File: src/rtl/emu_probe_pkg.sv
// Shared types and elaboration helpers for the emulator probe UART readout.
package emu_probe_pkg;

    localparam logic [7:0] SYNC_BYTE = 8'hA5;

    typedef enum logic [1:0] {
        IDLE,
        SYNC,
        DATA
    } fsm_t;

    function automatic int nbytes(input int width);
        return (width + 7) / 8;
    endfunction

    function automatic int baud_div(input int clk_hz, input int baud);
        return clk_hz / baud;
    endfunction

endpackage

File: src/rtl/emu_probe_uart_tx_byte.sv
// One 8N1 UART byte transmitter; ready rises in the last stop-bit cycle so bytes chain gap-free.
module uart_tx_byte #(
    parameter int DIV = 4
) (
    input  logic       clk,
    input  logic       rst_n,
    input  logic       start,
    input  logic [7:0] data,
    output logic       tx,
    output logic       ready
);

    localparam int BW = $clog2(DIV);

    logic         active;
    logic [BW-1:0] baud_cnt;
    logic [3:0]   bit_cnt;
    logic [8:0]   shift;
    logic         last_tick;

    assign last_tick = (baud_cnt == BW'(DIV - 1));
    assign ready     = !active || (last_tick && bit_cnt == 4'd9);

    // The shifter back-fills with ones, so the stop bit falls out after the data.
    always_ff @(posedge clk) begin
        if (!rst_n) begin
            active   <= 1'b0;
            baud_cnt <= '0;
            bit_cnt  <= '0;
            shift    <= '1;
            tx       <= 1'b1;
        end else if (start && ready) begin
            active   <= 1'b1;
            baud_cnt <= '0;
            bit_cnt  <= '0;
            shift    <= {1'b1, data};
            tx       <= 1'b0;
        end else if (active) begin
            if (last_tick) begin
                baud_cnt <= '0;
                if (bit_cnt == 4'd9) begin
                    active  <= 1'b0;
                    bit_cnt <= '0;
                    tx      <= 1'b1;
                end else begin
                    bit_cnt <= bit_cnt + 4'd1;
                    tx      <= shift[0];
                    shift   <= {1'b1, shift[8:1]};
                end
            end else begin
                baud_cnt <= baud_cnt + 1'b1;
            end
        end
    end

endmodule

File: src/rtl/emu_probe_uart_tx.sv
// Decimates a signed analog sample stream, queues it and sends each sample as an
// A5-led, sign-extended, MSB-first frame of 8N1 UART bytes.
module emu_probe_uart_tx
    import emu_probe_pkg::*;
#(
    parameter int WIDTH  = 18,
    parameter int CLK_HZ = 50000000,
    parameter int BAUD   = 115200,
    parameter int DEPTH  = 8,
    parameter int DECIM  = 16
) (
    input  logic             clk,
    input  logic             rst_n,
    input  logic [WIDTH-1:0] sample_in,
    input  logic             sample_valid,
    input  logic             enable,
    input  logic             clr_ovf,
    output logic             tx,
    output logic             busy,
    output logic             overflow
);

    localparam int DIV   = baud_div(CLK_HZ, BAUD);
    localparam int NB    = nbytes(WIDTH);
    localparam int NBITS = 8 * NB;
    localparam int AW    = $clog2(DEPTH);
    localparam int DW    = (DECIM > 1) ? $clog2(DECIM) : 1;
    localparam int RW    = $clog2(NB + 1);

    if (DIV < 4) begin : g_div_check
        $error("emu_probe_uart_tx: CLK_HZ/BAUD must be at least 4");
    end
    if (DEPTH < 2 || (DEPTH & (DEPTH - 1)) != 0) begin : g_depth_check
        $error("emu_probe_uart_tx: DEPTH must be a power of two >= 2");
    end

    logic [WIDTH-1:0]        mem [DEPTH];
    logic [AW-1:0]           wr_ptr, rd_ptr;
    logic [AW:0]             count;
    logic [DW-1:0]           dec_cnt;
    logic                    empty, full, push_req, push, pop;
    logic signed [WIDTH-1:0] head;

    fsm_t             state, state_d;
    logic [RW-1:0]    rem, rem_d;
    logic [NBITS-1:0] word_q;
    logic             load, shift_word;
    logic             byte_start, byte_ready;
    logic [7:0]       byte_data;

    assign empty    = (count == '0);
    assign full     = (count == (AW + 1)'(DEPTH));
    assign push_req = sample_valid && enable && (dec_cnt == '0);
    assign push     = push_req && (!full || pop);
    assign head     = mem[rd_ptr];
    assign busy     = !empty || (state != IDLE);

    always_ff @(posedge clk) begin
        if (!rst_n) begin
            dec_cnt <= '0;
        end else if (sample_valid && enable) begin
            dec_cnt <= (dec_cnt == DW'(DECIM - 1)) ? '0 : dec_cnt + 1'b1;
        end
    end

    always_ff @(posedge clk) begin
        if (push) begin
            mem[wr_ptr] <= sample_in;
        end
    end

    // A full FIFO still accepts a push when the head leaves in the same cycle.
    always_ff @(posedge clk) begin
        if (!rst_n) begin
            wr_ptr   <= '0;
            rd_ptr   <= '0;
            count    <= '0;
            overflow <= 1'b0;
        end else begin
            if (push) wr_ptr <= wr_ptr + 1'b1;
            if (pop)  rd_ptr <= rd_ptr + 1'b1;
            case ({push, pop})
                2'b10:   count <= count + 1'b1;
                2'b01:   count <= count - 1'b1;
                default: count <= count;
            endcase
            if (push_req && full && !pop) begin
                overflow <= 1'b1;
            end else if (clr_ovf) begin
                overflow <= 1'b0;
            end
        end
    end

    always_ff @(posedge clk) begin
        if (!rst_n) begin
            state  <= IDLE;
            rem    <= '0;
            word_q <= '0;
        end else begin
            state <= state_d;
            rem   <= rem_d;
            if (load) begin
                word_q <= NBITS'(head);
            end else if (shift_word) begin
                word_q <= word_q << 8;
            end
        end
    end

    always_comb begin
        state_d    = state;
        rem_d      = rem;
        pop        = 1'b0;
        load       = 1'b0;
        shift_word = 1'b0;
        byte_start = 1'b0;
        byte_data  = word_q[NBITS-1 -: 8];
        unique case (state)
            IDLE: begin
                if (!empty) begin
                    pop     = 1'b1;
                    load    = 1'b1;
                    state_d = SYNC;
                end
            end
            SYNC: begin
                if (byte_ready) begin
                    byte_start = 1'b1;
                    byte_data  = SYNC_BYTE;
                    rem_d      = RW'(NB);
                    state_d    = DATA;
                end
            end
            DATA: begin
                if (byte_ready) begin
                    if (rem != '0) begin
                        byte_start = 1'b1;
                        shift_word = 1'b1;
                        rem_d      = rem - 1'b1;
                    end else if (!empty) begin
                        // Next frame's sync byte starts as the last stop bit ends.
                        pop        = 1'b1;
                        load       = 1'b1;
                        byte_start = 1'b1;
                        byte_data  = SYNC_BYTE;
                        rem_d      = RW'(NB);
                    end else begin
                        state_d = IDLE;
                    end
                end
            end
            default: state_d = IDLE;
        endcase
    end

    uart_tx_byte #(
        .DIV(DIV)
    ) u_byte (
        .clk   (clk),
        .rst_n (rst_n),
        .start (byte_start),
        .data  (byte_data),
        .tx    (tx),
        .ready (byte_ready)
    );

endmodule

File: config.mk
export PLATFORM = sky130hd
export DESIGN_NAME = emu_probe_uart_tx
export DESIGN_NICKNAME = d
export VERILOG_FILES = /design/src/rtl/emu_probe_pkg.sv /design/src/rtl/emu_probe_uart_tx_byte.sv /design/src/rtl/emu_probe_uart_tx.sv
export SDC_FILE = /design/constraint.sdc
export NUM_CORES = 1
export LEC_CHECK = 0
export ABC_AREA = 0
export CAP_MARGIN = 40
export CORE_MARGIN = 10
export CORE_UTILIZATION = 33
export CTS_CLUSTER_SIZE = 40
export DETAILED_ROUTE_END_ITERATION = 16
export PLACE_DENSITY = 0.55
export SLEW_MARGIN = 20
export SYNTH_ARGS = -nofsm -noshare
export SYNTH_HDL_FRONTEND = slang
export SYNTH_SLANG_ARGS = --single-unit
export TNS_END_PERCENT = 50
File: constraint.sdc
create_clock -name clk -period 4.72 [get_ports clk]
set_clock_uncertainty 0.05 [all_clocks]
set_input_delay 0.944 -clock clk [delete_from_list [all_inputs] [get_ports clk]]
set_output_delay 0.944 -clock clk [all_outputs]
set_load 0.03 [all_outputs]
==> results by group, run 1 <==
Power
  – Total power after layout: roughly 0.0052 W
  – Power density normalized to cell area: 512 nW/um2
  – Leakage power summed over all cells: 3.31 nW
  – Worst vdd rail ir drop: roughly 330 uV

Timing
  – Worst-margin pin slew: 837 ps
  – Min Clock Period, post-route: 3570 ps
  – Relative slew slack: 0.442
  – Final slew viol count: 0
  – Share of the clock period used by the worst path: 0.756
  – Number of setup violations in the final report: 0
  – Final Hold Violating Endpoints: 0
  – Total negative slack: 0 ps
  – Max Fclk: 280 MHz
  – RSZ-0062 raised after global routing: false
  – Smallest hold slack: 403 ps

Routing
  – First DRT Iteration DRCs: 295
  – Via/cell ratio: 5.04
  – Final wirelength: about 18 mm
  – Number of vias after detailed routing: 5090
  – Number of routed nets with antenna violations: 0
  – Detailed Routing Iterations Pass 1: 4
  – Detailed-route DRC error count: 0
  – Routed wire length per instance: 17.9 um

Critical path
  – Arrival time worst endpoint: 3930 ps
  – Reg2Reg Depth: 14
  – Critical path depth in cells: 14
  – Top cell by count, worst path: sky130_fd_sc_hd__nand2_1
  – Slowest cell on the critical path: sky130_fd_sc_hd__or4_4
  – Buffers plus inverters on the worst setup path: 3
  – Capturing element type of the critical path: flop
  – Worst EP required: approximately 5000 ps
  – Cell family contributing the most delay on the critical path: compound AO/OA/AOI/OAI gates
  – Kind of start point of the critical path: flop
  – CP Class: flop to flop
  – Largest stage delay, worst path: just under 600 ps
  – Sequence of cells on the critical path: inv_1 -> ha_1 -> nand2_1 -> or4_4 -> a21oi_2 -> buf_4 -> nand2_1 -> inv_1 -> ha_1 -> a21o_1 -> a21oi_1 -> nand2_1 -> o21a_1 -> a221oi_1
  – Critical Path Fanout Max: 12

Global routing
  – Maximum number of pins on one net before global-route repair: 38
  – Antenna violations before repair: 0
  – Wire length of the first global-routing pass: 28.8 mm
  – Remaining global-route overflow: 0
  – Via count of the first global-routing pass: 5224
  – Total global routing track utilization: 0.107

Final layout
  – Final-stage net count: between 600 and 700
  – Share of post-route cells with drive strength above 1: 0.182
  – Count of antenna diodes in the layout: 0
  – Area Growth Syn to Fin: 17.2%
  – Leading cell type in the layout, fill and taps excluded: sky130_fd_sc_hd__edfxtp_1
  – Most used cells in the layout excluding fill and tap cells: sky130_fd_sc_hd__edfxtp_1, sky130_fd_sc_hd__nand2_1, sky130_fd_sc_hd__dfxtp_1

Die
  – Die area: around 33000 um2
  – Width of the die: 182 um
  – I/O pins: 26
  – Core area: 26000 um2
  – Number of rows created at floorplan: 59
  – Initial Utilization: 0.335
  – Die Y: around 180 um

Clocking
  – Number of H-tree levels: 1
  – Clock tree from TritonCTS: done
  – Reg clk slew, reported paths: ~50 ps
  – CTS resizes: 0
  – TritonCTS Sinks: 213
  – Number of buffers created by CTS: 24
  – Number of buffers on the longest clock path: 3
  – Post-CTS setup buffers: 0
  – Count of hold buffers inserted by post-cts repair: 0
  – Insertion delay of the later-clocked pin in the worst-skew pair: 520 ps
  – Root buffer selected by CTS: sky130_fd_sc_hd__clkbuf_16

Placed design
  – Post-DP HPWL: about 11 mm
  – Weighted congestion reported at the end of routability-driven placement: 0.730
  – I/O Buffers: 25

Synth
  – Library cell with the largest summed area after synthesis: sky130_fd_sc_hd__edfxtp_1
  – Synth Flop Type: sky130_fd_sc_hd__edfxtp_1
  – Cell count after synthesis: 620
  – Count of flip-flops with a built-in enable after synthesis: 144
  – Number of register bits inferred by synthesis: 213
  – Synthesized cell area: 8700 um2
  – Post-synth top area share: 0.497
  – Ys Warns: 0
  – Post-synth net total: 656
  – Netlist cell types: between 50 and 60
  – Cells taking the most area after synthesis: sky130_fd_sc_hd__edfxtp_1, sky130_fd_sc_hd__dfxtp_1, sky130_fd_sc_hd__mux4_2
  – Post-Syn Area per Cell: approximately 14 um2
  – Part of the Yosys area used for sequential elements: 0.656
  – Post-synthesis async set-or-reset flop share: 0

Flow run
  – Max-cap violation count: 0

Worst hold path
  – Class of the worst hold path: flop to flop
  – Cell depth of the worst hold path: 2

Run status
  – Status: complete, no violations
## metal layers
layer	part of all wire	vias to the layer above	GRT usage
met5	0	-	0
met4	0.020	0	0.0306
met3	0.039	27	0.0212
met2	0.50	85	0.185
met1	0.45	2539	0.132
li1	-	2439	-
## worst register-to-register path: cells and delay by family (launching register included)
family                   cells  cell delay [ps]
adder cells (fa/ha/maj)      2              630
AND/OR/NAND/NOR              4             1000
AO/OA/AOI/OAI                5             1030
flip-flops                   1              340
buffers and inverters        3              410
## cells in the mapped netlist (all sizes together), types with 4 or more instances
library cell / instances
a21oi: 29
mux4: 36
mux2i: 5
a31oi: 17
a22oi: 6
o221ai: 4
or4: 4
nor2: 35
edfxtp: 144
xor2: 6
nand2: 72
dfxtp: 69
xnor2: 7
ha: 12
buf: 12
nor3: 7
o21ai: 24
nand2b: 5
clkbuf: 19
mux2: 20
nand4: 7
inv: 18
nand3: 22
## registers in the layout, indices dropped and copies added (netlist names), 2 cells and up, named ones only
| signal | flops |
|---|---|
| u_byte.shift | 8 |
| count | 4 |
| u_byte.baud_cnt | 9 |
| mem | 144 |
| word_q | 24 |
| rd_ptr | 3 |
| wr_ptr | 3 |
| state | 2 |
| rem | 2 |
| u_byte.bit_cnt | 4 |
| dec_cnt | 4 |
## through the flow
| stage | std cells | util | area [um2] | setup slack [ps] |
|---|---|---|---|---|
| CTS | 1009 | 0.392 | 10200 | 1240 |
| global route | 1010 | 0.392 | 10200 | 991 |
| global placement | 962 | 0.361 | 9380 | 890 |
| detailed placement | 965 | 0.364 | 9450 | 768 |
| finish | 1010 | 0.392 | 10200 | 1150 |
| floorplan | 620 | - | 8700 | 412 |
## final cells by class
type,count,area [um2]
Fill cell,2461,15800
Sequential cell,213,5710
Multi-Input combinational cell,358,2840
Clock buffer,33,654
Timing Repair Buffer,42,429
Tap cell,335,419
Clock inverter,11,76.3
Inverter,18,67.6
## final timing paths
check                  end  slack (ps)      from
setup / recovery  count[3]        1150  state[0]
hold / removal      rem[1]         400    rem[1]
setup reg to reg  count[3]        1150  state[0]
hold reg to reg     rem[1]         400    rem[1]
## where the power goes
group / internal [W] / total, W / leakage (nW) / switching (W)
registers: 0.00216 / 0.00230 / 1.86 / 0.000142
clock network: 0.000973 / 0.00169 / 0.355 / 0.000721
logic: 0.000555 / 0.00122 / 1.09 / 0.000663
## cell families (layout without fill, tap and decap cells)
logic type,after synthesis,in the layout,share of synthesized area
flip-flops,213,213,0.656
AND/OR/NAND/NOR,173,173,0.0948
AO/OA/AOI/OAI,98,98,0.0692
multiplexers,61,61,0.125
buffers and inverters,49,104,0.0223
adder cells (fa/ha/maj),13,13,0.0196
XOR/XNOR,13,13,0.0131
(Power assumes the default switching activity.)
==> run 2, diff against run 1 <==
PLACE_DENSITY = 0.57   (was 0.55)
clock period = 2.9 ns   (was 4.72 ns; I/O delays follow)
==> run 2 against run 1 <==
Effect of this change:
- the run now ends with setup timing left
- sequential power rose by 61%
- first-iteration DRC count rose by 41%
- total power rose by 67%
- final area rose by 3.7%
- register-to-register slack got worse by 1200 ps
- worst setup slack got worse by 1200 ps
- global-route usage rose by 0.10 points
- critical endpoint unchanged
==> results by group, run 2 (synthesis gave the netlist of run 1 again) <==
Run status
  – Status: finished, violations left
  – Violated checks: setup timing

Global routing
  – Peak-usage layer in the global routing report: met2
  – Total global routing track utilization: 0.108
  – Via count of the first global-routing pass: around 5400
  – GR met3 Demand/Resource: 0.0186
  – Wire length of the first global-routing pass: 29.0 mm
  – Maximum number of pins on one net before global-route repair: 28
  – Antenna violations before repair: 0
  – Met1 track demand over resource in global routing: 0.130
  – Met2 track demand over resource in global routing: 0.194
  – Remaining global-route overflow: 0

Placed design
  – Post-DP HPWL: 11.6 mm
  – Weighted congestion reported at the end of routability-driven placement: about 0.8
  – I/O Buffers: 25
  – Worst Setup Slack post-DPL: -385 ps

Worst hold path
  – Cell depth of the worst hold path: 2
  – Critical hold path startpoint: rem[1]
  – Hold Crit Endpoint: rem[1]
  – Class of the worst hold path: flop to flop

Critical path
  – Capturing element type of the critical path: flop
  – FF-to-FF Start: u_byte.baud_cnt[2]
  – Reg2Reg Depth: 11
  – Sequence of cells on the critical path: or4b_4 -> or4_4 -> a21oi_4 -> nand2_2 -> inv_2 -> ha_1 -> a21o_1 -> a21oi_2 -> or4_1 -> o21ai_0 -> a221oi_2
  – Kind of start point of the critical path: flop
  – CP Class: flop to flop
  – Slowest cell on the critical path: sky130_fd_sc_hd__or4b_4
  – Buffers plus inverters on the worst setup path: 1
  – Capture instance of the worst register-to-register path: count[3]
  – Largest stage delay, worst path: 540 ps
  – Cell family contributing the most delay on the critical path: simple AND/OR/NAND/NOR gates
  – Arrival time worst endpoint: 3290 ps
  – Worst setup path startpoint: u_byte.baud_cnt[2]
  – Critical Path Fanout Max: 3
  – Worst EP required: 3270 ps
  – Worst reg2reg setup slack: -20 ps

Die
  – I/O pins: 26
  – Width of the die: 182 um
  – Number of rows created at floorplan: 59
  – Initial Utilization: 0.335
  – Core area: 26000 um2
  – Die area: around 33000 um2
  – Die Y: 182 um

Power
  – Logic gate share of total power: 0.255
  – Internal: just over 0.006 W
  – Part of the total power dissipated in sequential elements: 0.425
  – Net switching power: 0.00252 W
  – Part of the power in the clock network: 0.321
  – Worst vdd rail ir drop: about 520 uV
  – Switching Share: 0.289
  – Leakage power summed over all cells: 3.49 nW
  – Power density normalized to cell area: 825 nW/um2

Timing
  – Minimum setup slack in the final design: -20.2 ps
  – RSZ-0062 raised after global routing: true
  – Min Clock Period, post-route: 2920 ps
  – Number of setup violations in the final report: 1
  – Share of the clock period used by the worst path: 1.01
  – Relative slew slack: 0.557
  – Max Fclk: 342 MHz
  – Worst-margin pin slew: 663 ps
  – Final slew viol count: 0
  – Final Hold Violating Endpoints: 0

Clocking
  – Number of buffers on the longest clock path: 3
  – Number of buffers created by CTS: 23
  – TritonCTS Sinks: 213
  – Clock tree from TritonCTS: done
  – Count of hold buffers inserted by post-cts repair: 0
  – Root buffer selected by CTS: sky130_fd_sc_hd__clkbuf_16
  – Reg clk slew, reported paths: 60 ps
  – Insertion delay of the later-clocked pin in the worst-skew pair: ~520 ps
  – Number of H-tree levels: 1

Flow run
  – Max-cap violation count: 0

Final layout
  – Final core occ: 0.407
  – Regs by FF count: mem: 144 flops, word_q: 24 flops, u_byte.baud_cnt: 9 flops
  – Top reg by flops: mem
  – Area Growth Syn to Fin: 21.6%
  – Count of antenna diodes in the layout: 0
  – Final-stage net count: around 720
  – Share of post-route cells with drive strength above 1: 0.233
  – Most used cells in the layout excluding fill and tap cells: sky130_fd_sc_hd__edfxtp_1, sky130_fd_sc_hd__nand2_1, sky130_fd_sc_hd__dfxtp_1
  – Fill cells: 2401
  – Flip-flop count of the largest register, all copies and words added: between 100 and 150
  – Leading cell type in the layout, fill and taps excluded: sky130_fd_sc_hd__edfxtp_1

Routing
  – Detailed-route DRC error count: 0
  – Number of routed nets with antenna violations: 0
  – First DRT Iteration DRCs: 417
  – Via/cell ratio: 5.10
  – Detailed Routing Iterations Pass 1: 5
  – Routed wire length per instance: 17.7 um
  – Final wirelength: about 18 mm
  – Number of vias after detailed routing: about 5300
run 2: changes by cell type in the layout (fill, tap and decap cells not counted), sizes merged:
cell           change
buf               +30
bufinv             +2
clkbuf             -8
clkdlybuf4s15      -1
clkdlybuf4s50      -1
clkinvlp           +2
dlymetal6s2s       +1
inv                +1
run 2: how the worst max path moves through the flow:
stage / to / slack [ps] / cells past startpoint
6_report: count[3] / -20 / 11
2_1_floorplan: count[3] / -300 / 12
4_1_cts: count[3] / -10 / 11
3_3_place_gp: count[3] / -290 / 11
5_1_grt: count[3] / -140 / 11
3_5_place_dp: count[3] / -390 / 11
run 2: cell type report:
type / instances / area (um2) / area share
flip-flops and latches: 213 / 5710 / 0.540
clock buffers: 25 / 583 / 0.0551
clock inverters: 16 / 148 / 0.0140
multi-input cells: 358 / 2910 / 0.276
inverters: 18 / 67.6 / 0.00639
well taps: 335 / 419 / 0.0396
repair buffers: 71 / 736 / 0.0696
run 2: power groups by stage:
stage | sequential (W) | clock [W] | combinational [W]
finish | 0.00370 | 0.00280 | 0.00222
global route | 0.00374 | 0.00299 | 0.00248
CTS | 0.00370 | 0.00288 | 0.00225
detailed placement | 0.00376 | 0 | 0.00219
global placement | 0.00375 | 0 | 0.00213
floorplan | 0.00369 | 0 | 0.00153
run 2: metrics by stage:
step	cell area, um2	total power, W	TNS [ps]	hold slack (ps)	cells
final	10600	0.00872	-20.2	409	1036
after global routing	10600	0.00921	-135	415	1036
after CTS	10600	0.00883	-10.1	409	1036
after detailed placement	9810	0.00595	-967	400	995
after global placement	9810	0.00588	-291	389	995
after floorplan	8770	0.00522	-12280	382	620
run 2: repair_timing:
| action | CTS | global route |
|---|---|---|
| endpoints found under the setup margin | 2 | 2 |
| pin swaps | 2 | 1 |
| buffers inserted | 0 | 0 |
| gates resized for setup | 7 | 1 |
run 2: worst min-delay path: cells and delay by family (launching register included):
family          cells  cell delay, ps
flops               1             310
simple gates        1              60
compound gates      1              50
run 2: routing by layer:
metal / up-vias / part of all wire
met5: - / 0
met4: 0 / 0.022
met3: 28 / 0.033
met2: 96 / 0.52
met1: 2658 / 0.43
li1: 2497 / -
==> run 3, diff against run 2 <==
CTS_CLUSTER_SIZE = 20   (was 40)
REMOVE_ABC_BUFFERS = 1   (was unset)
==> run 3 against run 2 <==
Effect of this change:
- the flow still finishes with violations (setup timing)
- clock-buffer cell count is 12 higher
- final area is 0.13% higher
- maximum frequency is 0.54% lower
- non-clock buffer count stayed put
- register-to-register slack worse by 20 ps
- sequential cell count stayed put
- clock power is 1% higher
- sequential power hardly changed
- die area stayed put
- first-iteration DRC count is 18% lower
- critical endpoint unchanged
- largest power group unchanged
==> results by group, run 3 (synthesis gave the netlist of run 1 again) <==
Placed design
  – Post-DP HPWL: ~11 mm
  – I/O Buffers: 25
  – Weighted congestion reported at the end of routability-driven placement: 0.789
  – Count of placed standard cells including taps: around 990
  – Worst Setup Slack post-DPL: -408 ps

Clocking
  – Number of buffers on the longest clock path: 3
  – Clock tree from TritonCTS: done
  – Root buffer selected by CTS: sky130_fd_sc_hd__clkbuf_16
  – TritonCTS Sinks: ~210
  – Number of buffers created by CTS: 23
  – Reg clk slew, reported paths: 60 ps
  – Insertion delay of the later-clocked pin in the worst-skew pair: 520 ps
  – Number of H-tree levels: 1

Timing
  – RSZ-0062 raised after global routing: true
  – Final Hold Violating Endpoints: 0
  – Number of setup violations in the final report: 1
  – Minimum setup slack in the final design: -36.0 ps
  – Final slew viol count: 0
  – Share of the clock period used by the worst path: 1.01
  – Min Clock Period, post-route: 2940 ps
  – Total negative slack: -36.0 ps
  – Max Fclk: 341 MHz
  – Worst-margin pin slew: around 570 ps
  – Relative slew slack: 0.620
  – Smallest hold slack: 409 ps

Global routing
  – Maximum number of pins on one net before global-route repair: 29
  – Total global routing track utilization: 0.108
  – Via count of the first global-routing pass: 5439
  – Wire length of the first global-routing pass: 29.3 mm
  – Remaining global-route overflow: 0
  – Antenna violations before repair: 0

Run status
  – Violated checks: setup timing
  – Status: finished, violations left

Die
  – I/O pins: 26
  – Initial Utilization: 0.335
  – Die Y: 182 um
  – Core area: ~26000 um2
  – Number of rows created at floorplan: 59
  – Die area: 33200 um2
  – Width of the die: 182 um

Critical path
  – Kind of start point of the critical path: flop
  – Top cell by count, worst path: sky130_fd_sc_hd__or4_4
  – Worst EP required: approximately 3300 ps
  – Sequence of cells on the critical path: or4b_4 -> or4_4 -> a21oi_4 -> nand2_2 -> inv_2 -> ha_4 -> a21o_1 -> a21oi_2 -> or4_4 -> o21a_1 -> a221oi_2
  – CP Class: flop to flop
  – Capturing element type of the critical path: flop
  – Largest stage delay, worst path: about 540 ps
  – Arrival time worst endpoint: 3310 ps
  – Buffers plus inverters on the worst setup path: 1
  – Critical Path Fanout Max: 3
  – Cell family contributing the most delay on the critical path: simple AND/OR/NAND/NOR gates
  – Slowest cell on the critical path: sky130_fd_sc_hd__or4b_4

Final layout
  – Register Area: ~5700 um2
  – Final core occ: 0.407
  – Final-stage net count: 721
  – Area Growth Syn to Fin: 21.8%
  – Finished Layout Cells: 1037
  – Leading cell type in the layout, fill and taps excluded: sky130_fd_sc_hd__edfxtp_1
  – Most used cells in the layout excluding fill and tap cells: sky130_fd_sc_hd__edfxtp_1, sky130_fd_sc_hd__nand2_1, sky130_fd_sc_hd__dfxtp_1
  – Share of post-route cells with drive strength above 1: 0.236
  – Fill cells: 2416
  – Area taken by multi-input logic gates: just under 3000 um2
  – Regs by FF count: mem: 144 flops, word_q: 24 flops, u_byte.baud_cnt: 9 flops
  – Flip-flop count of the largest register, all copies and words added: 144
  – Top reg by flops: mem
  – Count of antenna diodes in the layout: 0

Power
  – Power density normalized to cell area: ~830 nW/um2
  – Internal: 0.00625 W
  – Switching Share: 0.288
  – Part of the power in the clock network: 0.324
  – Leakage power summed over all cells: 3.49 nW
  – Part of the total power dissipated in sequential elements: 0.423
  – Logic gate share of total power: 0.253
  – Worst vdd rail ir drop: 511 uV
  – Net switching power: between 0.002 and 0.003 W

Routing
  – Detailed Routing Iterations Pass 1: 5
  – Final wirelength: around 18 mm
  – First DRT Iteration DRCs: 342
  – Via/cell ratio: between 5 and 6
  – Routed wire length per instance: 17.6 um
  – Number of vias after detailed routing: 5231
  – Number of routed nets with antenna violations: 0
  – Detailed-route DRC error count: 0

Flow run
  – Max-cap violation count: 0

Worst hold path
  – Class of the worst hold path: flop to flop
## run 3: cell types whose count changed in the layout (fill, tap and decap cells not counted), moves of 3 or more
cell	delta
sky130_fd_sc_hd__clkbuf_1	+4
sky130_fd_sc_hd__clkbuf_8	+8
sky130_fd_sc_hd__dfxtp_2	+3
sky130_fd_sc_hd__dfxtp_1	-3
sky130_fd_sc_hd__clkinv_2	-7
## run 3: power groups by stage
stage / clock network (W) / logic [W] / registers [W]
3_5_place_dp: 0 / 0.00217 / 0.00377
2_1_floorplan: 0 / 0.00133 / 0.00382
6_report: 0.00284 / 0.00222 / 0.00371
5_1_grt: 0.00306 / 0.00246 / 0.00374
3_3_place_gp: 0 / 0.00211 / 0.00376
4_1_cts: 0.00292 / 0.00220 / 0.00371
## run 3: per-stage QoR
stage	cell area [um2]	power, W
finish	10600	0.00877
global route	10600	0.00926
CTS	10500	0.00884
detailed placement	9750	0.00594
global placement	9750	0.00587
floorplan	8570	0.00515
## run 3: what timing repair did
action                     4_1_cts  5_1_grt
setup endpoints to repair        2        2
resized for setup                4       11
setup buffers                    0        2
hold buffers                     0        0
pin swaps                        4       10
## run 3: tightest hold or removal path, cell delays in order (launching register included)
cell,delay (ps)
sky130_fd_sc_hd__dfxtp_1,310
sky130_fd_sc_hd__nand2_1,50
sky130_fd_sc_hd__a21oi_1,50
## run 3: layout make-up
type                            count  area share
Clock buffer                       37      0.0669
Clock inverter                      5     0.00449
Inverter                           18     0.00638
Multi-Input combinational cell    358       0.274
Sequential cell                   213       0.539
Tap cell                          335      0.0396
Timing Repair Buffer               71      0.0695
## run 3: per-layer routing
| layer | GRT usage | wire length [um] | vias up |
|---|---|---|---|
| met1 | 0.130 | 7940 | 2630 |
| met3 | 0.0216 | 680 | 33 |
| met5 | 0 | 0 | - |
| met4 | 0.0273 | 371 | 0 |
| met2 | 0.193 | 9250 | 76 |
| li1 | - | - | 2492 |
## run 3: worst paths after layout
check | startpoint | to | slack, ps | cells after the start
worst min register to register | rem[1] | rem[1] | 410 | 2
worst min-delay path | rem[1] | rem[1] | 410 | 2
worst max register to register | u_byte.baud_cnt[6] | count[3] | -40 | 11
worst max-delay path | u_byte.baud_cnt[6] | count[3] | -40 | 11
